File: src/rtl/aes128_inv_round_ctrl.sv
// AES-128 block-decryption sequencer: owns the state register, walks round keys NR..0
// over a req/vld handshake and drives the shared inverse-round datapath. Optional AES_DEC_PERF_CNT_EN adds cyc_cnt.
module aes128_inv_round_ctrl #(
  parameter int unsigned NR     = 10,
  parameter int unsigned KIDX_W = 4
) (
  input  logic              clk,
  input  logic              rst,
  input  logic              start,
  input  logic [127:0]      ct_in,
  output logic              busy,
  output logic              done,
  output logic [127:0]      pt_out,
  output logic              key_req,
  output logic [KIDX_W-1:0] key_idx,
  input  logic              key_vld,
  input  logic [127:0]      key_in,
  output logic [127:0]      dp_state,
  output logic [127:0]      dp_key,
  output logic [1:0]        dp_mode,
  input  logic [127:0]      dp_result
`ifdef AES_DEC_PERF_CNT_EN
  ,
  output logic [15:0]       cyc_cnt
`endif
);

  localparam logic [KIDX_W-1:0] NR_K = KIDX_W'(NR);

  typedef enum logic [2:0] {
    S_IDLE,
    S_KADD,
    S_RND,
    S_LAST,
    S_DONE
  } state_t;

  state_t              st, nxt;
  logic [127:0]        blk;
  logic [KIDX_W-1:0]   round, round_nxt;
  logic                load_ct, cap_state, cap_pt;

  always_ff @(posedge clk) begin
    if (rst) begin
      st     <= S_IDLE;
      blk    <= '0;
      round  <= '0;
      pt_out <= '0;
    end else begin
      st    <= nxt;
      round <= round_nxt;
      if (load_ct)
        blk <= ct_in;
      else if (cap_state)
        blk <= dp_result;
      if (cap_pt)
        pt_out <= dp_result;
    end
  end

  always_comb begin
    nxt       = st;
    round_nxt = round;
    key_req   = 1'b0;
    key_idx   = '0;
    dp_mode   = 2'd0;
    load_ct   = 1'b0;
    cap_state = 1'b0;
    cap_pt    = 1'b0;
    unique case (st)
      S_IDLE: begin
        if (start) begin
          load_ct   = 1'b1;
          round_nxt = NR_K;
          nxt       = S_KADD;
        end
      end
      S_KADD: begin
        key_req = 1'b1;
        key_idx = NR_K;
        dp_mode = 2'd0;
        if (key_vld) begin
          cap_state = 1'b1;
          round_nxt = NR_K - 1'b1;
          nxt       = S_RND;
        end
      end
      S_RND: begin
        key_req = 1'b1;
        key_idx = round;
        dp_mode = 2'd1;
        if (key_vld) begin
          cap_state = 1'b1;
          round_nxt = round - 1'b1;
          // exit on the round-1 capture so the counter never has to pass through zero
          nxt       = (round == KIDX_W'(1)) ? S_LAST : S_RND;
        end
      end
      S_LAST: begin
        key_req = 1'b1;
        key_idx = '0;
        dp_mode = 2'd2;
        if (key_vld) begin
          cap_pt = 1'b1;
          nxt    = S_DONE;
        end
      end
      S_DONE: begin
        nxt = S_IDLE;
      end
      default: begin
        nxt = S_IDLE;
      end
    endcase
  end

  assign busy     = (st != S_IDLE);
  assign done     = (st == S_DONE);
  assign dp_state = blk;
  assign dp_key   = key_in;

`ifdef AES_DEC_PERF_CNT_EN
  always_ff @(posedge clk) begin
    if (rst)
      cyc_cnt <= '0;
    else if (st == S_IDLE && start)
      cyc_cnt <= '0;
    else if (busy && cyc_cnt != '1)
      cyc_cnt <= cyc_cnt + 16'd1;
  end
`endif

endmodule

File: config.mk
export PLATFORM = sky130hd
export DESIGN_NAME = aes128_inv_round_ctrl
export DESIGN_NICKNAME = d
export VERILOG_FILES = /design/src/rtl/aes128_inv_round_ctrl.sv
export SDC_FILE = /design/constraint.sdc
export NUM_CORES = 1
export LEC_CHECK = 0
export CORE_AREA = 2 2 305 307
export CTS_CLUSTER_SIZE = 30
export DETAILED_ROUTE_END_ITERATION = 16
export DIE_AREA = 0 0 307 309
export GPL_TIMING_DRIVEN = 0
export SYNTH_ARGS = -nofsm -noshare
export SYNTH_HDL_FRONTEND = slang
export SYNTH_SLANG_ARGS = --single-unit
export TNS_END_PERCENT = 5
File: constraint.sdc
create_clock -name clk -period 2.1 [get_ports clk]
set_input_delay 0.42 -clock clk [delete_from_list [all_inputs] [get_ports clk]]
set_output_delay 0.42 -clock clk [all_outputs]
set_load 0.02 [all_outputs]
==> impl_results.md <==
- Status: finished with violations
- Failing checks: negative setup slack
- Crit path buffers/inverters: 4
- Layout area overhead: 77.52%
- CP endpoint kind: primary output
- FF+latch count, synth: 263
- Core ar.: about 91000 um2
- Max_slew headroom: 0.3122
- Leak pwr: slightly below 8 nW
- Worst Path Arrival: 1.72 ns
- Register-to-register setup slack: 0.05 ns
- Detail Placement HPWL: around 52000 um
- H-tree levels: 2
- Worst setup SP type: flip-flop
- Vert. Die Dim: 309 um
- RSZ-0062 raised after global routing: true
- Most frequent cells in the layout: clkdlybuf4s50_1, dfxtp_1, nand2_1
- Top_reg_cell synth: dfxtp_1
- CP cell instances: buf_6 > buf_8 > nor3b_4 > buf_6 > and2_4 > buf_6
- Worst reg2reg path depth: 6
- Setup Skew: 0.01685 ns
- FF-to-FF End: dp_state[53]$_SDFFE_PP0P_
- Max clock buf depth: 3
- Total number of vias: ~12000
- Ports: ~780
- Placed instance count: 3170
- CP peak stage delay: between 0.3 and 0.4 ns
- Worst Hold End: pt_out[71]$_SDFFE_PP0P_
- Seq/Total Area, Yosys: 0.4286
- CP required: between 1.5 and 2 ns
- Die span in x: a little over 300 um
- Final Max Slew Viols: 0
- Clk sink count: about 260
- Period utilization: 1.020
- Clk Latency, worst-skew pair: 0.55 ns
- Remaining antenna violation count: 0
- Rows: 111
- Final worst setup slack: -0.04190 ns
- Hold Vio Cnt, Final: 0
- Synthesized area: 12290 um2
- Pre-Repair DR Iteration Count: 7
- Die area: 94860 um2
- Post-synth EDFFs: 0
- CTS tree: built
- DRC Markers: 0
- Non-Filler Instances: roughly 3200
- VDD IR max: 410.8 uV
- Critical path type: flip-flop to primary output
- First-pass GRT wire length: between 90000 and 100000 um
- Number of distinct library cells after synthesis: 38
- Most common cell after layout, fill and taps aside: clkdlybuf4s50_1
- Initial core utilization: 0.1344
- Hold depth: 3
- PwrDens: roughly 750 nW/um2
- Sequential cell area: between 5000 and 6000 um2
- Pin slew with the least headroom to its limit: around 1.0 ns
- Setup TNS: -0.09080 ns
- Worst path top cell family by delay: buffers and inverters
- Nets: around 2400
- Slowest CP cell: dfxtp_2
- GRT Total Usage: 0.1313
- Fillcell total: 9966
- Number of CTS-inserted buffers: 35
- Avg WL per Cell: 20.33 um
- Async set or reset register ratio after synthesis: 0
- Gpl congestion: 0.7994
- Largest net degree at the start of global routing: 13
- FMAX: about 470 MHz
- IO Port Bufs: 652
- Type of the tightest min-delay check: input port to flip-flop
- Multi-input logic area: around 5600 um2
- Share of post-route cells with drive strength above 1: 0.1944
- Crit path time final: about 2.1 ns
- Initial antenna violation count: 8
- # hold bufs at CTS: 0
- Routed WL: between 60000 and 70000 um
- Starting DRT DRC Count: about 530
- Post-synthesis net count: 1722
- Synthesis Warnings: 0
- Routed vias/inst: 3.837
- Congestion Overflow GR: 0
- Critical register-to-register path startpoint: st[1]$_SDFFE_PP0P_
- Crit-path max FO: 7
- Worst-path clk slew: 0.06 ns
- Root cell of the clock tree: clkbuf_16
- Vias in the first global route: approximately 13000
- Crit-path most repeated cell: buf_6
- Setup Viol. Count Final: 3
- Gate Count Post-Synth: 1332
- Hold path start: dp_result[71]
- Syn Area/Cell: between 9 and 10 um2
- Max-Cap Viols: 0
synthesized netlist by cell type, types with 3 or more instances:
cell	instances	area, um2
buf_6	3	33.78
nor2b_1	5	31.28
nor2_1	135	506.7
clkbuf_4	5	37.54
a221oi_2	100	1501
mux2i_1	130	1301
nand2_1	257	964.7
buf_1	4	15.01
dfxtp_1	263	5265
clkbuf_1	76	285.3
nand2b_1	3	18.77
inv_1	3	11.26
buf_4	146	1096
nor3b_1	4	30.03
a21oi_1	132	660.6
buf_2	12	60.06
a221oi_1	28	245.2
through the flow:
step                hold slack (ns)  worst slack, ns  area (um2)  power [mW]    util
finish                       0.4327         -0.04190       21810       16.44  0.2387
CTS                          0.3921          -0.1368       21690       16.70  0.2373
global placement             0.4404           -1.624       20300       10.21  0.2221
global route                 0.4226          -0.1289       21800       17.15  0.2385
floorplan                    0.4763           0.2626       12290       7.952       -
detailed placement           0.4453           -1.056       20300       10.23  0.2222
kinds of logic (layout without fill, tap and decap cells):
family | Yosys count | in the layout | synth area share
adders and majority gates | 2 | 2 | 0.002037
xor gates and xnor gates | 2 | 2 | 0.001426
AOI/OAI and AO/OA | 268 | 268 | 0.2008
DFF | 263 | 263 | 0.4286
buffers and inverters | 249 | 975 | 0.1253
other | 0 | 5 | 0
and+or+nand+nor | 418 | 418 | 0.1360
muxes | 130 | 130 | 0.1059
registers in the layout, indices dropped and copies added, names as in the netlist:
name      flops
dp_state    128
pt_out      128
round         4
st            3
area by class of cell:
| type | instances | share of cell area |
|---|---|---|
| clock buffer | 49 | 0.04624 |
| timing repair buffer | 665 | 0.3032 |
| buffer | 245 | 0.07642 |
| sequential | 263 | 0.2418 |
| antenna | 5 | 0.0005737 |
| inverter | 3 | 0.0005163 |
| tap | 1186 | 0.06804 |
| clock inverter | 13 | 0.007515 |
| multi-input combinational | 820 | 0.2557 |
timing repair:
action,in CTS,in global routing
pin swaps,3,4
setup endpoints to repair,252,201
resized for setup,112,54
cloned,1,0
setup buffers,9,3
tightest hold or removal path: stages:
cell and delay (ns):
clkdlybuf4s50_1 0.42, nand2_1 0.06, a21oi_1 0.05
how the worst max path moves through the flow:
stage | from | endpoint | slack (ns) | cells past startpoint
floorplan | st[1]$_SDFFE_PP0P_ | key_idx[0] | 0.26 | 4
global placement | key_vld | pt_out[97]$_SDFFE_PP0P_ | -1.62 | 6
detailed placement | start | dp_state[53]$_SDFFE_PP0P_ | -1.06 | 6
CTS | st[0]$_SDFFE_PP0P_ | key_idx[2] | -0.14 | 6
global route | st[1]$_SDFFE_PP0P_ | key_idx[2] | -0.13 | 6
finish | st[1]$_SDFFE_PP0P_ | key_idx[2] | -0.04 | 6
power breakdown:
group	switching, mW	leakage [nW]	internal, mW
registers	0.227	2.15	5.36
logic	2.42	5.23	2.17
clock network	2.53	0.573	3.73
total	5.17	7.95	11.3
layer usage:
| layer | vias to the layer above | global-route usage | part of all wire |
|---|---|---|---|
| li1 | 5941 | - | - |
| met1 | 5848 | 0.1565 | 0.41 |
| met2 | 560 | 0.2163 | 0.46 |
| met3 | 111 | 0.04303 | 0.082 |
| met4 | 6 | 0.05536 | 0.043 |
| met5 | - | 0 | 0.00061 |
No activity file was read; power rests on OpenSTA's default activity.
